[src/rtl/vend_pkg.sv]
// Shared types and constants for the vending front-end sequencer.
// No timing of its own; the overflow helper is pure combinational.
package vend_pkg;

  typedef enum logic [2:0] {
    S_IDLE,
    S_LOAD_CMD,
    S_BUY_CMD,
    S_WAIT_RESP,
    S_SHOW_OK,
    S_SHOW_FAIL
  } state_t;

  localparam logic [1:0] FAIL_NONE     = 2'd0;
  localparam logic [1:0] FAIL_REFUSED  = 2'd1;
  localparam logic [1:0] FAIL_TIMEOUT  = 2'd2;
  localparam logic [1:0] FAIL_OVERFLOW = 2'd3;

  localparam logic [4:0] MAX_BAL = 5'd15;

  // The sum is one bit wider than the 4-bit datapath so a wrap cannot hide an overflow.
  function automatic logic load_overflows(input logic [3:0] bal, input logic [3:0] amt);
    logic [4:0] w_sum;
    w_sum = {1'b0, bal} + {1'b0, amt};
    return (w_sum > MAX_BAL);
  endfunction

endpackage

[src/rtl/btn_debounce.sv]
// Button debouncer: level flips after DEBOUNCE_CYCLES consecutive differing samples; rise is a registered 1-cycle pulse.
// Latency DEBOUNCE_CYCLES cycles from raw change to level/rise; no backpressure, samples every cycle.
module btn_debounce #(
  parameter int DEBOUNCE_CYCLES = 4
) (
  input  logic clk,
  input  logic rst,
  input  logic raw,
  output logic level,
  output logic rise
);

  localparam logic [7:0] CNT_LAST = 8'(DEBOUNCE_CYCLES - 1);

  logic [7:0] r_cnt;
  logic       r_level;
  logic       r_rise;

  always_ff @(posedge clk) begin
    if (rst) begin
      r_cnt   <= '0;
      r_level <= 1'b0;
      r_rise  <= 1'b0;
    end else begin
      r_rise <= 1'b0;
      if (raw != r_level) begin
        if (r_cnt == CNT_LAST) begin
          r_level <= raw;
          r_cnt   <= '0;
          r_rise  <= raw;
        end else begin
          r_cnt <= r_cnt + 8'd1;
        end
      end else begin
        r_cnt <= '0;
      end
    end
  end

  assign level = r_level;
  assign rise  = r_rise;

endmodule

[src/rtl/vend_txn_controller.sv]
// Vending front-end: debounced presses become single-cycle load/buy commands, buy verdicts are awaited with a timeout, outcome held for display.
// Load pulse 1 cycle after the press event; presses arriving outside IDLE are dropped rather than queued.
module vend_txn_controller
  import vend_pkg::*;
#(
  parameter int DEBOUNCE_CYCLES = 4,
  parameter int RESP_TIMEOUT    = 8,
  parameter int HOLD_CYCLES     = 16
) (
  input  logic       clk,
  input  logic       rst,
  input  logic       btn_load,
  input  logic       btn_buy,
  input  logic [3:0] sw_amount,
  input  logic [1:0] sw_sel,
  input  logic [3:0] balance,
  input  logic       dp_yes,
  input  logic       dp_no,
  output logic       load,
  output logic       buy,
  output logic [3:0] b_in,
  output logic [1:0] sel,
  output logic       busy,
  output logic       vend_ok,
  output logic       vend_fail,
  output logic [1:0] fail_code
);

  localparam logic [7:0]  RESP_LAST = 8'(RESP_TIMEOUT - 1);
  localparam logic [15:0] HOLD_LAST = 16'(HOLD_CYCLES - 1);

  logic w_load_level;
  logic w_load_rise;
  logic w_buy_level;
  logic w_buy_rise;
  logic w_load_evt;
  logic w_buy_evt;

  btn_debounce #(.DEBOUNCE_CYCLES(DEBOUNCE_CYCLES)) u_db_load (
    .clk   (clk),
    .rst   (rst),
    .raw   (btn_load),
    .level (w_load_level),
    .rise  (w_load_rise)
  );

  btn_debounce #(.DEBOUNCE_CYCLES(DEBOUNCE_CYCLES)) u_db_buy (
    .clk   (clk),
    .rst   (rst),
    .raw   (btn_buy),
    .level (w_buy_level),
    .rise  (w_buy_rise)
  );

  assign w_load_evt = w_load_rise & w_load_level;
  assign w_buy_evt  = w_buy_rise & w_buy_level;

  state_t      r_state;
  logic        r_load;
  logic        r_buy;
  logic [3:0]  r_b_in;
  logic [1:0]  r_sel;
  logic        r_busy;
  logic        r_vend_ok;
  logic        r_vend_fail;
  logic [1:0]  r_fail_code;
  logic [7:0]  r_resp;
  logic [15:0] r_hold;

  always_ff @(posedge clk) begin
    if (rst) begin
      r_state     <= S_IDLE;
      r_load      <= 1'b0;
      r_buy       <= 1'b0;
      r_b_in      <= '0;
      r_sel       <= '0;
      r_busy      <= 1'b0;
      r_vend_ok   <= 1'b0;
      r_vend_fail <= 1'b0;
      r_fail_code <= FAIL_NONE;
      r_resp      <= '0;
      r_hold      <= '0;
    end else begin
      r_load <= 1'b0;
      r_buy  <= 1'b0;
      case (r_state)
        S_IDLE: begin
          // Load has priority; a same-cycle buy event is simply not looked at.
          if (w_load_evt) begin
            if (sw_amount == 4'd0) begin
              r_state <= S_IDLE;
            end else if (load_overflows(balance, sw_amount)) begin
              r_state     <= S_SHOW_FAIL;
              r_busy      <= 1'b1;
              r_vend_fail <= 1'b1;
              r_fail_code <= FAIL_OVERFLOW;
              r_hold      <= '0;
            end else begin
              r_state <= S_LOAD_CMD;
              r_busy  <= 1'b1;
              r_load  <= 1'b1;
              r_b_in  <= sw_amount;
            end
          end else if (w_buy_evt) begin
            r_state <= S_BUY_CMD;
            r_busy  <= 1'b1;
            r_buy   <= 1'b1;
            r_sel   <= sw_sel;
          end
        end
        S_LOAD_CMD: begin
          r_state <= S_IDLE;
          r_busy  <= 1'b0;
        end
        S_BUY_CMD: begin
          r_state <= S_WAIT_RESP;
          r_resp  <= '0;
        end
        S_WAIT_RESP: begin
          if (dp_no) begin
            r_state     <= S_SHOW_FAIL;
            r_vend_fail <= 1'b1;
            r_fail_code <= FAIL_REFUSED;
            r_hold      <= '0;
          end else if (dp_yes) begin
            r_state   <= S_SHOW_OK;
            r_vend_ok <= 1'b1;
            r_hold    <= '0;
          end else if (r_resp == RESP_LAST) begin
            r_state     <= S_SHOW_FAIL;
            r_vend_fail <= 1'b1;
            r_fail_code <= FAIL_TIMEOUT;
            r_hold      <= '0;
          end else begin
            r_resp <= r_resp + 8'd1;
          end
        end
        S_SHOW_OK, S_SHOW_FAIL: begin
          if (r_hold == HOLD_LAST) begin
            r_state     <= S_IDLE;
            r_busy      <= 1'b0;
            r_vend_ok   <= 1'b0;
            r_vend_fail <= 1'b0;
            r_fail_code <= FAIL_NONE;
          end else begin
            r_hold <= r_hold + 16'd1;
          end
        end
        default: begin
          r_state     <= S_IDLE;
          r_busy      <= 1'b0;
          r_vend_ok   <= 1'b0;
          r_vend_fail <= 1'b0;
          r_fail_code <= FAIL_NONE;
        end
      endcase
    end
  end

  assign load      = r_load;
  assign buy       = r_buy;
  assign b_in      = r_b_in;
  assign sel       = r_sel;
  assign busy      = r_busy;
  assign vend_ok   = r_vend_ok;
  assign vend_fail = r_vend_fail;
  assign fail_code = r_fail_code;

endmodule

[config.mk]
export PLATFORM = sky130hd
export DESIGN_NAME = vend_txn_controller
export DESIGN_NICKNAME = d
export VERILOG_FILES = /design/src/rtl/vend_pkg.sv /design/src/rtl/btn_debounce.sv /design/src/rtl/vend_txn_controller.sv
export SDC_FILE = /design/constraint.sdc
export NUM_CORES = 1
export LEC_CHECK = 0
export BUFFER_PORTS_ARGS = -buffer_cell sky130_fd_sc_hd__clkbuf_2
export CORE_MARGIN = 3
export CORE_UTILIZATION = 63
export DETAILED_ROUTE_END_ITERATION = 7
export PLACE_DENSITY = 0.93
export SYNTH_ARGS = -nofsm -noshare
export SYNTH_HDL_FRONTEND = slang
export SYNTH_SLANG_ARGS = --single-unit
[constraint.sdc]
create_clock -name clk -period 3.5 [get_ports clk]
set_input_delay 0.525 -clock clk [delete_from_list [all_inputs] [get_ports clk]]
set_output_delay 0.525 -clock clk [all_outputs]
set_load 0.01 [all_outputs]
; Word level (Yosys, flattened, before mapping)
; Index checks and enable logic that the tools add are counted.
[word_totals]
reg_bits = 60
inputBits = 16
output_inout_bits = 13
word_cells = 131
[op_classes]
mux = 46
bitwise_logic = 13
n_reduce_logical = 24
n_eq_ne = 25
order_cmp = 1
add_sub_neg = 5
[op_table]
columns = op, n
row1 = 16-bit 2-to-1 mux, 7
row2 = 16-bit case mux with 3 select lines, 1
row3 = 8-bit by 1-bit adder with 8-bit output (second input constant), 3
row4 = 3-bit 2-to-1 mux, 8
row5 = 8-bit 2-to-1 mux, 3
row6 = 2-bit inequality test (second input constant), 9
row7 = 3-bit OR reduction, 6
row8 = 16-bit by 1-bit adder with 16-bit output (second input constant), 1
row9 = 16-bit by 4-bit == test with 1-bit output (second input constant), 1
row10 = 8-bit by 2-bit == test with 1-bit output (second input constant), 2
row11 = 8-bit case mux with 2 select lines, 1
row12 = 4-bit AND reduction, 4
row13 = 1-bit 2-to-1 mux, 14
row14 = 2-bit 2-to-1 mux, 7
row15 = 3-bit inequality test (second input constant), 4
row16 = 3-bit case mux with 4 select lines, 1
row17 = 1-bit inverter, 11
row18 = 8-bit by 3-bit == test with 1-bit output (second input constant), 1
row19 = 2-bit case mux with 4 select lines, 1
row20 = 7-bit AND reduction, 1
row21 = 3-bit by 2-bit == test with 1-bit output (second input constant), 2
row22 = 3-bit == test (second input constant), 2
row23 = 1-bit case mux with 3 select lines, 2
row24 = 3-bit AND reduction, 2
row25 = 15 further kinds, 20

; Depth between registers and ports, before layout
[logic_depth]
depth_word = 6
depth_mapped = 9
mapped_depth_nobuf = 7

; Cells and area by module
; A second synthesis with hierarchy kept.
[hier_totals]
cells_unflattened = 318
hier_area_um2 = 2795.2
[modules_own_cells]
columns = module, seq_area_each_um2, instances, area_per_inst_um2, cells_each
row1 = vend_txn_controller, 800.8, 1, 1954.4, 222
row2 = btn_debounce, 200.2, 2, 420.4, 48

; Worst setup path after synthesis
; No wires, ideal clock.
[synth_timing]
path_kind = register to register
startpoint = reg r_resp[0]
endpoint = reg r_hold[4]
arrival_ps = 2276
path_slack_ps = 1158
synth_period_minus_slack_ps = 2342
stages_incl_launch_ff = 8
required_ps = 3433
path_buffers = 1
setup_ps = 67
cell_sequence = dfxtp_1 -> ha_1 -> or4b_4 -> o211a_1 -> a211o_1 -> buf_6 -> or4_4 -> a21oi_2
[synth_via]
elab_chain_cells = 3
[synth_lines]
columns = item, line_no
row1 = "start, declared", vend_txn_controller.sv:67  ; logic [7:0] r_resp;
row2 = "start signal, assigned", vend_txn_controller.sv:135  ; r_resp <= r_resp + 8'd1;
row3 = 8-bit by 3-bit == test with 1-bit output, vend_txn_controller.sv:129  ; end else if (r_resp == RESP_LAST) begin
row4 = 4-bit inequality test (no source line), --
row5 = 6-bit AND reduction (no source line), --
row6 = "end signal, assigned", vend_txn_controller.sv:146  ; r_hold <= r_hold + 16'd1;
row7 = "end, declared", vend_txn_controller.sv:68  ; logic [15:0] r_hold;
; No other way between the ends.
; A chain may end at the register's enable or synchronous reset.

; Worst setup path after layout
[layout_timing]
startpoint = reg r_resp[0]
endpoint = reg r_hold[1]
; Same word-level chain as after synthesis.

==> results.md <==
Status:
- The run finished with clean final reports.

Floorplanning:
- Row generation in the floorplan step produced 23 rows.
- The core area is 0.004202 sq mm.
- The floorplan die width is 73.51 um.
- The total die area is 0.005404 sq mm.
- For this configuration, the core starts out at a cell density of 0.6834.
- In this run the vertical extent of the chip is 73.51 um.
- 29 I/O pins were placed.

STA:
- The number of pins with negative max-slew slack in the final report is 0.
- After layout, the minimum clock period comes to 2785 ps.
- The smallest setup slack after layout is 715.2 ps.
- Setup violations remaining at the end of the flow were counted as 0.
- The final-layout worst hold slack is 424.4 ps.
- Of the available clock period, the critical path in the final layout requires 0.7956.
- Setup repair after global routing left no endpoint under its margin.
- For the pin with the worst max-slew slack, the measured transition is 700.4 ps.
- The count of final hold-check violations is 0.
- For the final routed database, the setup TNS stands at 0 ps.
- On the final layout, the worst clock skew is 7.662 ps.
- The relative slew slack is 0.5210.
- The highest achievable clock rate is 359.1 MHz.

Routing:
- Once detail routing completed, the nets flagged for antenna violations numbered 0.
- In the final routed layout, each cell accounts on average for 15.69 um.
- The detailed router finished its first iteration with 110 violations.
- After detailed routing, the number of remaining DRC violations is 0.
- Summed over all layers, the routed wires come to 6.387 mm.
- The total via count in the routed design is 2574.
- Dividing the detail-routed via count by the number of cells gives 6.324.
- The number of iterations in the first detailed-routing pass is 5.

Clock network:
- After clock tree synthesis, the setup repair step added 0 buffers.
- The clock tree from TritonCTS is done.
- The hold buffer count at CTS is 0.
- For this design, the sink count on the clock tree is 60.
- The clock reaches the later pin of the worst-skew pair after 340 ps.
- The number of clock buffers added by TritonCTS is 9.
- The CTS clock-pin slew for the worst setup and hold paths is 70 ps.
- Post-CTS repair changed the size of 0 cells.
- The root buffer cell chosen for the clock tree is sky130_fd_sc_hd__clkbuf_8.
- The deepest level of the CTS H-tree is 3.
- The maximum root-to-sink buffer count is 2.

Logic synthesis:
- The compound-cell area share of the yosys netlist is 0.1721.
- For this run, the register share of the synthesized area comes to 0.4183.
- A synthesized cell averages 8.781 sq um.
- Of the total synthesized cell area, the portion taken by AND, OR, NAND and NOR gates is 0.2505.
- In this run, synthesis inferred 0 flip-flops with an integrated enable.
- Synthesis inferred 60 register bits.
- Of the total synthesized cell area, the portion taken by XOR and XNOR cells is 0.06405.
- The flip-flop cell with the highest count after synthesis is sky130_fd_sc_hd__dfxtp_1.
- Of the total synthesized cell area, the portion taken by full adders, half adders and majority gates is 0.03747.
- The count of cell types in the netlist is 51.
- The mux contribution to synthesized area is 0.02789.
- Synthesis produced a netlist whose cell count is 327.
- The largest family of logic cells by synthesized area is simple AND/OR/NAND/NOR gates.
- The synthesized cell area is 0.002872 sq mm.
- During synthesis, Yosys emitted a total of 0 warnings.
- Counting flops with an async set or reset pin after synthesis yields a share of 0.
- The net count of the mapped netlist is 351.

Pwr:
- Power comes to 1.412 mW.
- The sequential group share of total power is 0.504.
- Across the VDD grid, the largest voltage drop is 0.3663 mV.
- For this design the static power due to leakage is 1.209 nW.
- The share of total power in the clock network is 0.394.
- The proportion of total power due to net switching is 0.2704.
- The power density over the cells is 441.8 mW/mm^2.
- The total internal power is 1.030 mW.
- The share of power burned in combinational logic is 0.102.
- The net switching component of the power is 0.3818 mW.

Setup path:
- The worst path required time is 3690 ps.
- Along the worst path, the maximum fanout reaches 25.
- The kind of launch point of the worst setup path is a flop.
- The data arrival time of the critical path is 2980 ps.
- STA classifies the critical path endpoint as a flop.
- The path type of the worst setup path is flop to flop.

Final layout:
- The number of filler cells placed in the layout is 287.
- The relative area change from synthesis to final layout is 11.29%.
- Measured on the finished design, the core utilization comes to 0.7606.
- The final layout contains 377 nets.
- The layout cell share with drive strength beyond 1 is 0.1429.
- The final antenna diode count is 0.

Placed design:
- The HPWL after detailed placement is 4.421 mm.
- The final RePlAce weighted congestion is 0.8878.
- Timing analysis after detailed placement gives a worst setup slack of 742.5 ps.
- The count of buffers from port buffering is 28.

Job:
- The total of max-cap violations is 0.

GRT:
- The number of antenna violations at the first check in global routing is 0.
- The number of global-route vias before repair was 2486.
- The final global-route overflow total is 0.
- The combined global-route utilization of all metal layers is 0.2577.
- The first global-routing pass estimated 10.80 mm of wire.
- The largest net degree at the start of global routing is 32.

Worst hold path:
- The path class of the tightest hold or removal check is input port to flop.
[worst max-delay path: stages (launching register included)]
cell and delay, ps:
sky130_fd_sc_hd__dfxtp_1 370, sky130_fd_sc_hd__ha_1 210, sky130_fd_sc_hd__or4b_4 490, sky130_fd_sc_hd__o211a_1 260, sky130_fd_sc_hd__a211o_1 540, sky130_fd_sc_hd__o31ai_2 670, sky130_fd_sc_hd__a21oi_1 80
[cell type report]
class / count / area (sq um) / area share
clock buffers: 11 / 151.4 / 0.04738
repair buffers: 29 / 147.6 / 0.04620
multi-input cells: 247 / 1585 / 0.4961
well taps: 50 / 62.56 / 0.01958
clock inverters: 4 / 25.02 / 0.007831
flip-flops and latches: 60 / 1201 / 0.3759
inverters: 6 / 22.52 / 0.007048
[routing by layer]
layer	vias up	track usage	share of wire
li1	1261	-	-
met1	1221	0.2958	0.42
met2	72	0.4232	0.50
met3	20	0.09576	0.048
met4	0	0.1187	0.027
met5	-	0	0
[sequential cells by signal, indices dropped and copies added, names as in the netlist, 2 cells and up]
signal,cells
b_in,4
fail_code,2
r_hold,16
r_resp,8
r_state,3
sel,2
u_db_buy.r_cnt,8
u_db_load.r_cnt,8
[through the flow]
stage | instances | cell area, sq um
2_1_floorplan | 327 | 2872
5_1_grt | 407 | 3196
3_3_place_gp | 392 | 3019
3_5_place_dp | 392 | 3019
6_report | 407 | 3196
4_1_cts | 407 | 3196
[layout by cell type, fill, tap and decap left out, types with 7 or more instances in the layout]
cell type	Yosys	final
sky130_fd_sc_hd__dfxtp_1	60	60
sky130_fd_sc_hd__nor2_1	43	43
sky130_fd_sc_hd__clkbuf_2	0	28
sky130_fd_sc_hd__nand3_1	22	22
sky130_fd_sc_hd__a21oi_1	21	21
sky130_fd_sc_hd__nand2_1	18	18
sky130_fd_sc_hd__and3_1	11	11
sky130_fd_sc_hd__xor2_1	11	11
sky130_fd_sc_hd__clkbuf_8	0	11
sky130_fd_sc_hd__xnor2_1	10	10
sky130_fd_sc_hd__o21ai_0	9	9
sky130_fd_sc_hd__mux2i_1	8	8
sky130_fd_sc_hd__a211oi_1	8	8
sky130_fd_sc_hd__o31ai_1	8	8
sky130_fd_sc_hd__or4_1	7	7
sky130_fd_sc_hd__ha_1	7	7
[final timing paths]
| path | start | to | slack (ps) | depth (start not counted) |
|---|---|---|---|---|
| worst max-delay path | r_resp[0] | r_hold[1] | 720 | 6 |
| worst min-delay path | sw_sel[0] | sel[0] | 420 | 3 |
| worst max register to register | r_resp[0] | r_hold[1] | 720 | 6 |
| worst min register to register | u_db_buy.r_cnt[0] | u_db_buy.r_cnt[0] | 480 | 1 |
[cell families (layout without fill, tap and decap cells)]
logic type,Yosys count,count (layout)
AO/OA/AOI/OAI,72,72
XOR/XNOR,21,21
adder cells (fa/ha/maj),8,8
buffers and inverters,20,50
flip-flops,60,60
multiplexers,8,8
AND/OR/NAND/NOR,138,138
[synthesized netlist by cell type, drive strengths merged (7+ instances only)]
library cell  instances  area share
o21ai                11       0.019
nand2                18       0.024
a211oi                8       0.021
xnor2                10       0.030
clkbuf               10       0.013
ha                    7       0.030
dfxtp                60        0.42
nand3                22       0.038
or4                   8       0.022
a21oi                22       0.040
mux2i                 8       0.028
xor2                 11       0.034
and3                 11       0.024
o31ai                 9       0.025
nor2                 43       0.056
[power groups by stage]
stage          sequential (mW)  combinational (mW)  clock, mW
5_1_grt                  0.712               0.162      0.594
4_1_cts                  0.710               0.143      0.564
3_5_place_dp             0.725               0.141          0
6_report                 0.711               0.144      0.556
2_1_floorplan            0.720               0.105          0
3_3_place_gp             0.725               0.136          0
Note: power is estimated with default switching activity, not from simulation.
